## src/rtl/system_pkg.sv

```systemverilog
// Shared state encodings, default timing parameters and counter sizing for reset_sequencer.
package system_pkg;

  typedef enum logic [2:0] {
    ST_HOLD       = 3'd0,
    ST_REL_BUS    = 3'd1,
    ST_REL_CORE   = 3'd2,
    ST_REL_PERIPH = 3'd3,
    ST_RUN        = 3'd4,
    ST_FAULT      = 3'd5
  } seq_state_e;

  localparam int unsigned DEF_HOLD_CYCLES  = 16;
  localparam int unsigned DEF_STAGE_GAP    = 8;
  localparam int unsigned DEF_INIT_TIMEOUT = 1024;
  localparam int unsigned DEF_WDT_CYCLES   = 65536;

  // One width serves every counter: enough bits for the largest terminal count plus headroom.
  function automatic int unsigned cnt_width(input int unsigned a, input int unsigned b,
                                            input int unsigned c, input int unsigned d);
    int unsigned m;
    m = a;
    if (b > m) m = b;
    if (c > m) m = c;
    if (d > m) m = d;
    return $clog2(m) + 1;
  endfunction

endpackage

```

## src/rtl/reset_sequencer_if.sv

```systemverilog
// Control/status bundle of reset_sequencer; master drives the inputs, slave is the sequencer.
interface reset_sequencer_if;
  // locked is a level from another clock domain; sw_reset_req and wdt_kick are one-cycle
  // pulses; periph_init_done is a clk_sys level; all outputs are registered levels.
  logic       locked;
  logic       sw_reset_req;
  logic       periph_init_done;
  logic       wdt_kick;
  logic       rst_bus_n;
  logic       rst_core_n;
  logic       rst_periph_n;
  logic       sys_ready;
  logic [2:0] state;
  logic       init_timeout;
  logic       wdt_expired;

  modport master (
    output locked, sw_reset_req, periph_init_done, wdt_kick,
    input  rst_bus_n, rst_core_n, rst_periph_n, sys_ready, state, init_timeout, wdt_expired
  );

  modport slave (
    input  locked, sw_reset_req, periph_init_done, wdt_kick,
    output rst_bus_n, rst_core_n, rst_periph_n, sys_ready, state, init_timeout, wdt_expired
  );
endinterface

```

## src/rtl/sync_2ff.sv

```systemverilog
// Two-flop synchronizer for a single asynchronous level; both flops clear on reset.
module sync_2ff (
  input  logic clk,
  input  logic rst_n,
  input  logic d_i,
  output logic q_o
);
  logic meta_q;
  logic sync_q;

  always_ff @(posedge clk or negedge rst_n) begin
    if (!rst_n) begin
      meta_q <= 1'b0;
      sync_q <= 1'b0;
    end else begin
      meta_q <= d_i;
      sync_q <= meta_q;
    end
  end

  assign q_o = sync_q;
endmodule

```

## src/rtl/reset_sequencer.sv

```systemverilog
// Staged reset release (bus, core, peripheral) gated on a stable clock lock.
// Optional watchdog in RUN is enabled by defining WATCHDOG_EN.
module reset_sequencer
  import system_pkg::*;
#(
  parameter int unsigned HOLD_CYCLES  = DEF_HOLD_CYCLES,
  parameter int unsigned STAGE_GAP    = DEF_STAGE_GAP,
  parameter int unsigned INIT_TIMEOUT = DEF_INIT_TIMEOUT,
  parameter int unsigned WDT_CYCLES   = DEF_WDT_CYCLES
) (
  input  logic             clk_sys,
  input  logic             reset_sys_n,
  reset_sequencer_if.slave ctrl_if
);

  localparam int unsigned      CNT_W     = cnt_width(HOLD_CYCLES, STAGE_GAP, INIT_TIMEOUT, WDT_CYCLES);
  localparam logic [CNT_W-1:0] CNT_MAX   = {CNT_W{1'b1}};
  localparam logic [CNT_W-1:0] HOLD_LAST = CNT_W'(HOLD_CYCLES - 1);
  localparam logic [CNT_W-1:0] GAP_LAST  = CNT_W'(STAGE_GAP - 1);
  localparam logic [CNT_W-1:0] INIT_LAST = CNT_W'(INIT_TIMEOUT - 1);

  function automatic logic [CNT_W-1:0] sat_inc(input logic [CNT_W-1:0] v);
    return (v == CNT_MAX) ? v : v + CNT_W'(1);
  endfunction

  seq_state_e       state_q, state_d;
  logic [CNT_W-1:0] cnt_q, cnt_d;
  logic             rst_bus_n_q, rst_bus_n_d;
  logic             rst_core_n_q, rst_core_n_d;
  logic             rst_periph_n_q, rst_periph_n_d;
  logic             sys_ready_q, sys_ready_d;
  logic             init_timeout_q, init_timeout_d;
  logic             locked_sync;

  sync_2ff u_lock_sync (
    .clk   (clk_sys),
    .rst_n (reset_sys_n),
    .d_i   (ctrl_if.locked),
    .q_o   (locked_sync)
  );

`ifdef WATCHDOG_EN
  localparam logic [CNT_W-1:0] WDT_LAST = CNT_W'(WDT_CYCLES - 1);

  logic [CNT_W-1:0] wdt_q, wdt_d;
  logic             wdt_expired_q, wdt_expired_d;
  logic             wdt_fire;

  assign wdt_fire = (state_q == ST_RUN) && !ctrl_if.wdt_kick && (wdt_q == WDT_LAST);

  always_comb begin
    wdt_expired_d = wdt_expired_q;
    wdt_d         = '0;
    if (wdt_fire) wdt_expired_d = 1'b1;
    if (ctrl_if.sw_reset_req) wdt_expired_d = 1'b0;
    if ((state_q == ST_RUN) && (state_d == ST_RUN) && !ctrl_if.wdt_kick) wdt_d = sat_inc(wdt_q);
  end

  always_ff @(posedge clk_sys or negedge reset_sys_n) begin
    if (!reset_sys_n) begin
      wdt_q         <= '0;
      wdt_expired_q <= 1'b0;
    end else begin
      wdt_q         <= wdt_d;
      wdt_expired_q <= wdt_expired_d;
    end
  end

  assign ctrl_if.wdt_expired = wdt_expired_q;
`else
  logic wdt_fire;
  assign wdt_fire            = 1'b0;
  assign ctrl_if.wdt_expired = 1'b0;
`endif

  always_comb begin
    state_d        = state_q;
    cnt_d          = sat_inc(cnt_q);
    init_timeout_d = init_timeout_q;

    case (state_q)
      ST_HOLD:       if (cnt_q == HOLD_LAST) state_d = ST_REL_BUS;
      ST_REL_BUS:    if (cnt_q == GAP_LAST)  state_d = ST_REL_CORE;
      ST_REL_CORE:   if (cnt_q == GAP_LAST)  state_d = ST_REL_PERIPH;
      ST_REL_PERIPH: begin
        if (ctrl_if.periph_init_done) begin
          state_d = ST_RUN;
        end else if (cnt_q == INIT_LAST) begin
          state_d        = ST_FAULT;
          init_timeout_d = 1'b1;
        end
      end
      ST_RUN:        if (wdt_fire) state_d = ST_HOLD;
      ST_FAULT:      state_d = ST_FAULT;
      default:       state_d = ST_HOLD;
    endcase

    // Software request, then lock loss, override the normal flow; both restart the hold count.
    if (ctrl_if.sw_reset_req) begin
      state_d        = ST_HOLD;
      cnt_d          = '0;
      init_timeout_d = 1'b0;
    end
    if (!locked_sync) begin
      state_d = ST_HOLD;
      cnt_d   = '0;
    end
    if (state_d != state_q) cnt_d = '0;

    rst_bus_n_d    = (state_d != ST_HOLD);
    rst_core_n_d   = (state_d == ST_REL_CORE) || (state_d == ST_REL_PERIPH) ||
                     (state_d == ST_RUN)      || (state_d == ST_FAULT);
    rst_periph_n_d = (state_d == ST_REL_PERIPH) || (state_d == ST_RUN);
    sys_ready_d    = (state_d == ST_RUN);
  end

  always_ff @(posedge clk_sys or negedge reset_sys_n) begin
    if (!reset_sys_n) begin
      state_q        <= ST_HOLD;
      cnt_q          <= '0;
      rst_bus_n_q    <= 1'b0;
      rst_core_n_q   <= 1'b0;
      rst_periph_n_q <= 1'b0;
      sys_ready_q    <= 1'b0;
      init_timeout_q <= 1'b0;
    end else begin
      state_q        <= state_d;
      cnt_q          <= cnt_d;
      rst_bus_n_q    <= rst_bus_n_d;
      rst_core_n_q   <= rst_core_n_d;
      rst_periph_n_q <= rst_periph_n_d;
      sys_ready_q    <= sys_ready_d;
      init_timeout_q <= init_timeout_d;
    end
  end

  assign ctrl_if.rst_bus_n    = rst_bus_n_q;
  assign ctrl_if.rst_core_n   = rst_core_n_q;
  assign ctrl_if.rst_periph_n = rst_periph_n_q;
  assign ctrl_if.sys_ready    = sys_ready_q;
  assign ctrl_if.state        = state_q;
  assign ctrl_if.init_timeout = init_timeout_q;

endmodule

```

## src/flat_wrapper.sv

```systemverilog
// flat-port wrapper written by rule: the top's interface ports become plain ports
module reset_sequencer_flat import system_pkg::*;
#(
  parameter int unsigned HOLD_CYCLES  = DEF_HOLD_CYCLES,
  parameter int unsigned STAGE_GAP    = DEF_STAGE_GAP,
  parameter int unsigned INIT_TIMEOUT = DEF_INIT_TIMEOUT,
  parameter int unsigned WDT_CYCLES   = DEF_WDT_CYCLES
)
  (clk_sys, reset_sys_n, ctrl_if_locked, ctrl_if_sw_reset_req, ctrl_if_periph_init_done, ctrl_if_wdt_kick, ctrl_if_rst_bus_n, ctrl_if_rst_core_n, ctrl_if_rst_periph_n, ctrl_if_sys_ready, ctrl_if_state, ctrl_if_init_timeout, ctrl_if_wdt_expired);
  reset_sequencer_if ctrl_if_i ();
  input  logic clk_sys;
  input  logic reset_sys_n;
  input wire logic [$bits(ctrl_if_i.locked)-1:0] ctrl_if_locked;
  input wire logic [$bits(ctrl_if_i.sw_reset_req)-1:0] ctrl_if_sw_reset_req;
  input wire logic [$bits(ctrl_if_i.periph_init_done)-1:0] ctrl_if_periph_init_done;
  input wire logic [$bits(ctrl_if_i.wdt_kick)-1:0] ctrl_if_wdt_kick;
  output wire logic [$bits(ctrl_if_i.rst_bus_n)-1:0] ctrl_if_rst_bus_n;
  output wire logic [$bits(ctrl_if_i.rst_core_n)-1:0] ctrl_if_rst_core_n;
  output wire logic [$bits(ctrl_if_i.rst_periph_n)-1:0] ctrl_if_rst_periph_n;
  output wire logic [$bits(ctrl_if_i.sys_ready)-1:0] ctrl_if_sys_ready;
  output wire logic [$bits(ctrl_if_i.state)-1:0] ctrl_if_state;
  output wire logic [$bits(ctrl_if_i.init_timeout)-1:0] ctrl_if_init_timeout;
  output wire logic [$bits(ctrl_if_i.wdt_expired)-1:0] ctrl_if_wdt_expired;
  assign ctrl_if_i.locked = ctrl_if_locked;
  assign ctrl_if_i.sw_reset_req = ctrl_if_sw_reset_req;
  assign ctrl_if_i.periph_init_done = ctrl_if_periph_init_done;
  assign ctrl_if_i.wdt_kick = ctrl_if_wdt_kick;
  assign ctrl_if_rst_bus_n = ctrl_if_i.rst_bus_n;
  assign ctrl_if_rst_core_n = ctrl_if_i.rst_core_n;
  assign ctrl_if_rst_periph_n = ctrl_if_i.rst_periph_n;
  assign ctrl_if_sys_ready = ctrl_if_i.sys_ready;
  assign ctrl_if_state = ctrl_if_i.state;
  assign ctrl_if_init_timeout = ctrl_if_i.init_timeout;
  assign ctrl_if_wdt_expired = ctrl_if_i.wdt_expired;
  reset_sequencer #(.HOLD_CYCLES(HOLD_CYCLES), .STAGE_GAP(STAGE_GAP), .INIT_TIMEOUT(INIT_TIMEOUT), .WDT_CYCLES(WDT_CYCLES)) u_core (.clk_sys(clk_sys), .reset_sys_n(reset_sys_n), .ctrl_if(ctrl_if_i));
endmodule
```

## config.mk

```make
export PLATFORM = sky130hd
export DESIGN_NAME = reset_sequencer_flat
export DESIGN_NICKNAME = d
export VERILOG_FILES = /design/src/rtl/system_pkg.sv /design/src/rtl/reset_sequencer_if.sv /design/src/rtl/sync_2ff.sv /design/src/rtl/reset_sequencer.sv /design/src/flat_wrapper.sv
export SDC_FILE = /design/constraint.sdc
export NUM_CORES = 1
export LEC_CHECK = 0
export ABC_AREA = 1
export BUFFER_PORTS_ARGS = -buffer_cell sky130_fd_sc_hd__buf_2
export CAP_MARGIN = 25
export CELL_PAD_IN_SITES_DETAIL_PLACEMENT = 1
export CELL_PAD_IN_SITES_GLOBAL_PLACEMENT = 1
export CORE_MARGIN = 4
export CORE_UTILIZATION = 40
export CTS_CLUSTER_DIAMETER = 150
export DETAILED_ROUTE_END_ITERATION = 10
export GPL_TIMING_DRIVEN = 0
export PLACE_DENSITY_LB_ADDON = 0.2
export SYNTH_ARGS = -nofsm -noshare
export SYNTH_HDL_FRONTEND = slang
export SYNTH_SLANG_ARGS = --single-unit
```

## constraint.sdc

```tcl
create_clock -name clk_sys -period 3.95 [get_ports clk_sys]
set_input_delay 0.1975 -clock clk_sys [delete_from_list [all_inputs] [get_ports clk_sys]]
set_output_delay 0.1975 -clock clk_sys [all_outputs]
set_load 0.005 [all_outputs]
```

==> results.txt <==
Top routing layer in use - met4
Crit Path Class - register to register
Status - finished, final reports clean
Min Tclk post-route - 3.30 ns
Final global-route overflow total - 0
# rows - 23
Post-CTS Resized - 0
Metal1 wirelength - 2.02 mm
Port Buffers - 12
Via/cell ratio - 5.08
Fmax - 303 MHz
Clk Tree Root Cell - clkbuf_8
Clock sinks - 27
Layout cells sized above 1 - 20.7%
Post-DP HPWL - 3.19 mm
Post-synthesis sequential area ratio - 39.6%
Final Instance Count excl. Fillers - 287
Die W - 73.3 µm
Syn Area/Cell - 7.75 µm²
I/O pins - 15
Residual DRC - 0
CTS tree - done
Drt pass-1 iters - 4
# diodes - 0
Hold Crit Class - input pin to register
Crit-path max FO - 10
Final ANT Viol Nets - 0
Syn_nets - 228
NumNets Final - 246
Seq cells post-synth - 27
Largest net degree at the start of global routing - 28
Worst IR drop on VDD - 0.000212 V
Starting Density - 42.0%
Met3 Wirelength - 86 µm
Post-CTS Hold Buffers - 1
Placer Congestion - 0.763
CP arrival - 3.51 ns
Post-synth cell types - 28
CP Capture Type - register
Post-Place Setup Slack - 0.696 ns
Die Area - 5370 µm²
CTS Buffer Depth - 2
Routed wire length - 4.10 mm
Total CTS buffers - 3
Routed len/inst - 14.3 µm
CTS clk-pin slew, worst paths - 0.10 ns
Max-slew headroom - 59.2%
Hold Fails Final Rpt - 0
Met2 routed wirelength - 1.97 mm
Max Slew Vio Count - 0
Antenna violations before repair - 0
Final worst path period share - 83.6%
Synth warn - 0
Vias - 1459
Max-Cap Viols - 0
Final WS setup - 0.648 ns
Power density over cell area - 248 nW/µm²
Total Power - 468 µW
CTS H-tree lvls - 1
Tot GR Track Use - 17.1%
Leakage - 0.000897 µW
Later-pin clock latency in the skew report - 0.28 ns
Startpoint types - register
Die height - 73.3 µm
Fin util - 46.5%
Pin slew with the least headroom to its limit - 0.612 ns
CP required - 4.16 ns
Final setup viols - 0
Core area - 4060 µm²
Synthesis-to-finish area growth - 10.6%
DR iter-0 viols - 48
Number of global-route vias before repair - 1548
Syn Inst Count - 220
Commonest non-fill, non-tap cell in the layout - nand2_1
Synth top area share - 39.6%
Setup Buffers After CTS - 0
First-pass GRT wire length - 7.27 mm
Synth top area cells - dfrtp_1, nand2_1, nor2_4
Syn Std Cell Area - 1710 µm²
Setup Skew - 0.00881 ns
Unrepaired setup endpoints after global routing - false
Commonest cells after routing, fill and taps aside - nand2_1, nor2_1, dfrtp_1
Setup TNS - 0 ns
Dpl cells - 282
Biggest area consumer among synthesized cells - dfrtp_1
## per-stage QoR
stage / instance area, µm² / hold slack, ns
final: 1890 / 0.00918
after global routing: 1890 / 0.00472
after CTS: 1890 / 0.00388
after detailed placement: 1830 / 0.248
after global placement: 1830 / 0.251
after floorplan: 1710 / -0.0981
## worst paths after layout
| kind | cells after the start | startpoint | slack (ns) | endpoint |
|---|---|---|---|---|
| max | 14 | u_core.cnt_q[0] | 0.65 | u_core.cnt_q[9] |
| max in group asynchronous | 2 | reset_sys_n | 3.10 | u_core.cnt_q[14] |
| min reg2reg | 0 | u_core.u_lock_sync.meta_q | 0.37 | u_core.u_lock_sync.q_o |
| max reg2reg | 14 | u_core.cnt_q[0] | 0.65 | u_core.cnt_q[9] |
| min in group asynchronous | 2 | reset_sys_n | 0.45 | u_core.cnt_q[6] |
| min | 1 | ctrl_if_locked | 0.009 | u_core.u_lock_sync.meta_q |
## cells by family after synthesis
logic type,Yosys count,share of synthesized area (%)
flip-flops,27,39.6
AO/OA/AOI/OAI,26,9.91
adder cells (fa/ha/maj),2,1.47
other,1,0.220
buffers and inverters,30,7.78
AND/OR/NAND/NOR,134,41.0
## worst max-delay path, cell delays in order (launching register included)
cell	delay [ns]
dfrtp_1	0.42
ha_1	0.22
nand2_2	0.11
nor2_4	0.14
nand2_1	0.11
inv_1	0.11
nand4_1	0.17
nor3_1	0.20
ha_1	0.36
clkinv_1	0.38
nor2_1	0.57
a22oi_1	0.18
nand2_1	0.09
nand2_1	0.05
nor2_1	0.10
## cells in the mapped netlist, drive strengths merged
cell    instances
nor4            1
buf             2
nor2           50
o21a            1
nand2          51
nand4           2
clkinv          1
inv            27
conb            1
nand3          27
o21bai          4
or2             1
nor3            2
a22oi           3
ha              2
dfrtp          27
a32oi           1
a21oi           7
o21ai          10
## metal layers
metal	global-route usage (%)	vias up
met5	0	-
met4	2.41	0
met3	2.74	3
met2	29.2	13
met1	23.5	705
li1	-	738
## area by class of cell
class | count | area, µm²
clock buffers | 3 | 41.3
repair buffers | 13 | 70.1
clock inverters | 1 | 7.51
inverters | 28 | 105
well taps | 50 | 62.6
flip-flops and latches | 27 | 676
plain buffers | 2 | 27.5
fillers | 509 | 2170
multi-input cells | 163 | 897
## report_power, final
part | switching, µW | internal, µW
sequential | 1.36 | 278
clock | 95.5 | 71.9
combinational | 14.9 | 6.28
total | 112 | 356
## state kept, by name (all words and copies together), names as in the netlist
name and flops:
u_core.ctrl_if.rst_bus_n 1, u_core.u_lock_sync.q_o 1, u_core.u_lock_sync.meta_q 1, u_core.ctrl_if.state 3, u_core.ctrl_if.sys_ready 1, u_core.ctrl_if.rst_periph_n 1, u_core.cnt_q 17, u_core.ctrl_if.rst_core_n 1
u_core.ctrl_if.init_timeout 1
Note: power is estimated with default switching activity, not from simulation.
